<file path="src/rtl/spi_transaction_fsm.sv">
// ---------------------------------------------------------------------------
// spi_transaction_fsm
//   Control FSM for an SPI slave. It sequences one transaction: it collects
//   the address/R-W field, latches the address, and then either loads and
//   shifts out a read word or collects a write word and commits it to memory.
//   All outputs are Moore outputs decoded from the registered state.
//
//   A high chip select in any non-IDLE state aborts the transaction and
//   returns to IDLE on the next cycle. This abort takes priority over every
//   other transition.
//
// Parameters
//   width        bits per SPI field (address+R/W field and data field)
//
// Ports
//   clk          FPGA clock; all state changes occur on posedge clk
//   reset        synchronous, active-high reset
//   cs           conditioned chip select, active low
//   sclkPosEdge  one-clk pulse per SCLK rising edge
//   sclkNegEdge  one-clk pulse per SCLK falling edge
//   rwBit        shift-register bit 0 after the address field (1 = read)
//   srLoad       shift-register parallel-load strobe
//   addrWE       address-latch write enable
//   dmWE         data-memory write enable
//   misoBufE     MISO tri-state buffer enable
//   busy         high whenever the FSM is not in IDLE
//   abortErr     (only with SPI_FSM_ABORT_ERR_EN) one-cycle pulse following
//                an abort from any state other than IDLE or DONE
//
// Build option
//   SPI_FSM_ABORT_ERR_EN  adds the abortErr output and the logic behind it.
// ---------------------------------------------------------------------------
module spi_transaction_fsm #(
  parameter int width = 8
) (
  input  logic clk,
  input  logic reset,
  input  logic cs,
  input  logic sclkPosEdge,
  input  logic sclkNegEdge,
  input  logic rwBit,
  output logic srLoad,
  output logic addrWE,
  output logic dmWE,
  output logic misoBufE,
  output logic busy
`ifdef SPI_FSM_ABORT_ERR_EN
  ,
  output logic abortErr
`endif
);

  localparam int CNT_W = $clog2(width + 1);
  // The terminal pulse arrives while the counter still holds width-1.
  localparam logic [CNT_W-1:0] LAST = CNT_W'(width - 1);

  typedef enum logic [2:0] {
    IDLE,
    GET_ADDR,
    GOT_ADDR,
    READ_LOAD,
    READ_SHIFT,
    WRITE_GET,
    WRITE_MEM,
    DONE
  } state_t;

  state_t           state;
  state_t           state_next;
  logic [CNT_W-1:0] cnt;
  logic [CNT_W-1:0] cnt_next;

  always_ff @(posedge clk) begin
    if (reset) begin
      state <= IDLE;
      cnt   <= '0;
    end else begin
      state <= state_next;
      cnt   <= cnt_next;
    end
  end

  always_comb begin
    state_next = state;
    cnt_next   = cnt;
    srLoad     = 1'b0;
    addrWE     = 1'b0;
    dmWE       = 1'b0;
    misoBufE   = 1'b0;
    busy       = (state != IDLE);

    case (state)
      IDLE: begin
        if (!cs) state_next = GET_ADDR;
      end
      GET_ADDR: begin
        if (sclkPosEdge) begin
          if (cnt == LAST) state_next = GOT_ADDR;
          else             cnt_next   = cnt + 1'b1;
        end
      end
      GOT_ADDR: begin
        addrWE     = 1'b1;
        state_next = rwBit ? READ_LOAD : WRITE_GET;
      end
      READ_LOAD: begin
        srLoad     = 1'b1;
        state_next = READ_SHIFT;
      end
      READ_SHIFT: begin
        misoBufE = 1'b1;
        if (sclkNegEdge) begin
          if (cnt == LAST) state_next = DONE;
          else             cnt_next   = cnt + 1'b1;
        end
      end
      WRITE_GET: begin
        if (sclkPosEdge) begin
          if (cnt == LAST) state_next = WRITE_MEM;
          else             cnt_next   = cnt + 1'b1;
        end
      end
      WRITE_MEM: begin
        dmWE       = 1'b1;
        state_next = DONE;
      end
      DONE: begin
        // Hold until chip select rises; the abort path below handles that.
      end
      default: state_next = IDLE;
    endcase

    // Chip select high overrides every other transition, including a
    // terminal edge arriving in the same cycle.
    if (state != IDLE && cs) state_next = IDLE;

    // Every state starts counting from zero.
    if (state_next != state) cnt_next = '0;
  end

`ifdef SPI_FSM_ABORT_ERR_EN
  // Registered, so the pulse lands in the first IDLE cycle after the abort.
  always_ff @(posedge clk) begin
    if (reset) abortErr <= 1'b0;
    else       abortErr <= cs && (state != IDLE) && (state != DONE);
  end
`endif

endmodule

</file>
<file path="config.mk">
export PLATFORM = sky130hd
export DESIGN_NAME = spi_transaction_fsm
export DESIGN_NICKNAME = d
export VERILOG_FILES = /design/src/rtl/spi_transaction_fsm.sv
export SDC_FILE = /design/constraint.sdc
export NUM_CORES = 1
export LEC_CHECK = 0
export ABC_CLOCK_PERIOD_IN_PS = 2800
export CAP_MARGIN = 10
export CORE_AREA = 10 10 47 49
export CTS_BUF_LIST = sky130_fd_sc_hd__clkbuf_4 sky130_fd_sc_hd__clkbuf_8
export DETAILED_ROUTE_END_ITERATION = 6
export DIE_AREA = 0 0 57 59
export GPL_TIMING_DRIVEN = 0
export HOLD_SLACK_MARGIN = 0.15
export PLACE_DENSITY = 0.68
export SYNTH_ARGS = -nofsm -noshare
export SYNTH_HDL_FRONTEND = slang
export SYNTH_SLANG_ARGS = --single-unit
</file>
<file path="constraint.sdc">
create_clock -name clk -period 2.8 [get_ports clk]
set_input_delay 0.28 -clock clk [delete_from_list [all_inputs] [get_ports clk]]
set_output_delay 0.28 -clock clk [all_outputs]
set_load 0.05 [all_outputs]
</file>
==> impl_metrics.csv <==
group,metric,value,unit
grt,globalRouteOverflowTotal,0,
critical_path,r2r-end,"cnt[0]",
yosys,synthCells,56,
yosys,synth_seq_cells,7,
sta,finalCriticalPeriod,2.20,ns
layout,fill_cells,149,
yosys,yosys.area.top_type,"dfxtp_1",
grt,busiest_layer,"met2",
clocking,cts_tree,"done",
drt,drcViolationCount,0,
yosys,synth_edf_count,0,
yosys,avgSynthCellArea,8.45,um^2
drt,routed_wl,990,um
drt,drt_iter0_drc,1,
power_and_ir_drop,p_per_area,366,nW/um^2
clocking,clock_latency,0.24,ns
layout,drive_gt1_share,15.7,%
grt,grt_pass1_wl,1840,um
sta,post-route-period-util,78.7,%
critical_path,cp-start-kind,"register",
layout,multi_input_area,299,um^2
yosys,yosys_warnings,0,
clocking,h-tree-depth,1,
power_and_ir_drop,p_leak,0.237,nW
critical_path,critPathMaxFanout,10,
yosys,synth_top_cell_area_share,29.6,%
floorplan,pin_count,11,
drt,postRouteAntennaNets,0,
drt,drt-pass1-iter-count,4,
grt,antenna_found_initial,0,
yosys,yosysMostFrequentCell,"dfxtp_1",
floorplan,fp.dieH,59,um
layout,area_delta_synth_final,31.7,%
critical_path,ff2ff_setup_slack,1.21,ns
floorplan,initial_core_util,33.8,%
grt,grt.met2_usage,10.2,%
placed_design,gp_congestion,0.691,
grt,grt_use_met3,3.43,%
grt,grt_util_all_layers,6.50,%
critical_path,regToRegStartpoint,"cnt[0]",
clocking,root_buffer,"clkbuf_4",
worst_hold_path,hp-start,"cnt[3]",
floorplan,die-area,3360,um^2
worst_hold_path,min_to,"cnt[3]",
layout,ff_latch_area,140,um^2
clocking,cts_setup_buffers,0,
clocking,clk_path_buf_depth,2,
sta,worst_pin_slew,0.504,ns
power_and_ir_drop,fin_total_pwr,0.000228,W
grt,grt_max_degree,11,
sta,timing.fmax,454,MHz
flow_run,cap_viol_max_count,0,
sta,drv_slew,0,
yosys,ys.flop_type,"dfxtp_1",
clocking,cts_hold_buf,0,
drt,avgViaCountPerCell,4.97,
critical_path,endpoint_kind,"primary output",
placed_design,port_buffers,10,
worst_hold_path,worstHoldPathCells,2,
clocking,clock-sinks,7,
yosys,synth_area_leaders,"dfxtp_1, buf_6, nor2_1",
yosys,ys_types,30,
layout,nets,78,
critical_path,cp.required,2.52,ns
sta,grt_setup_unrepaired,"false",
drt,vias,427,
layout,n_antenna_cell,0,
worst_hold_path,holdCritPathClass,"register to register",
clocking,cts_resized,0,
floorplan,die_w,57,um
yosys,syn_nets,63,
floorplan,num_rows,14,
critical_path,path_class,"register to primary output",
yosys,syn_area,473,um^2
placed_design,dp_hpwl,791,um
clocking,clkSlewWorstSetupHoldPaths,0.05,ns
sta,hold_violations,0,
yosys,seq_area_frac_synth,29.6,%
critical_path,worstPathArrival,1.92,ns
critical_path,worstRegToRegCells,5,
sta,setup_viol,0,
grt,grt_pass1_vias,424,
grt,grt_use_met1,7.43,%
floorplan,core_area,1400,um^2
drt,routedWlPerCell,11.5,um
sta,finClkSkew,0.00153,ns
yosys,synthTopCellsByCount,"dfxtp_1, nor2_1, nand2_1, a21oi_1, nor3_1",
sta,maxSlewHeadroom,66.3,%
power_and_ir_drop,peakVddDrop,0.000255,V
yosys,synthArstFlopShare,0,%
run_status,status,"finished, final reports clean",
sta,final.setup.tns,0,ns
clocking,cts_made_buffers,3,
[cells in the final DEF (no fill, tap or decap), drive strengths merged, types with 3 or more instances in the layout]
cell type      count
clkbuf             5
o21ai              4
nor2               6
a21oi              4
dfxtp              7
nor3               3
nand2              5
clkdlybuf4s50     10
[per-stage QoR]
stage	utilization (%)	setup WS (ns)	cells	area, um^2	hold slack, ns
3_5_place_dp	42.3	0.855	82	593	0.508
5_1_grt	44.5	0.471	86	623	0.560
6_report	44.5	0.596	86	623	0.513
3_3_place_gp	42.3	0.874	82	593	0.501
2_1_floorplan	-	0.740	56	473	0.349
4_1_cts	44.5	0.584	86	623	0.519
[layer usage]
layer	up-vias	wire, um
met5	-	0
met4	0	0
met3	0	86
met2	13	431
met1	185	472
li1	229	-
[layout make-up]
| class | instances | share of cell area, % |
|---|---|---|
| multi-input cells | 44 | 48.0 |
| flip-flops and latches | 7 | 22.5 |
| repair buffers | 10 | 16.1 |
| clock buffers | 4 | 4.82 |
| plain buffers | 3 | 4.22 |
| well taps | 16 | 3.21 |
| inverters | 2 | 1.20 |
[kinds of logic (layout without fill, tap and decap cells)]
logic type,Yosys count,in the layout,share of synthesized area [%]
adders and majority gates,1,1,2.65
xor gates and xnor gates,2,2,3.70
and+or+nand+nor,26,26,31.2
DFF,7,7,29.6
buffers and inverters,5,19,7.14
AOI/OAI and AO/OA,13,13,21.4
muxes,2,2,4.23
[worst max-delay path, stage by stage (launching register included)]
cell             delay, ns
dfxtp_1               0.37
clkbuf_1              0.33
and2_1                0.18
clkdlybuf4s50_1       0.80
[power by group]
| group | internal [W] | switching, W | leakage (nW) |
|---|---|---|---|
| combinational | 0.0000132 | 0.0000138 | 0.162 |
| clock | 0.0000639 | 0.0000349 | 0.0184 |
| sequential | 0.000101 | 0.00000119 | 0.0567 |
[state kept, by name, summed over array words and instances, names as in the netlist]
name	count
cnt	4
state	3
[worst max path at each step]
stage | startpoint | end | slack (ns) | depth (start not counted)
after floorplan | state[2] | state[0] | 0.74 | 3
after global placement | state[0] | srLoad | 0.87 | 3
after detailed placement | state[0] | busy | 0.86 | 3
after CTS | state[0] | busy | 0.58 | 3
after global routing | state[0] | srLoad | 0.47 | 3
final | state[0] | srLoad | 0.60 | 3
Note: power is estimated with default switching activity, not from simulation.
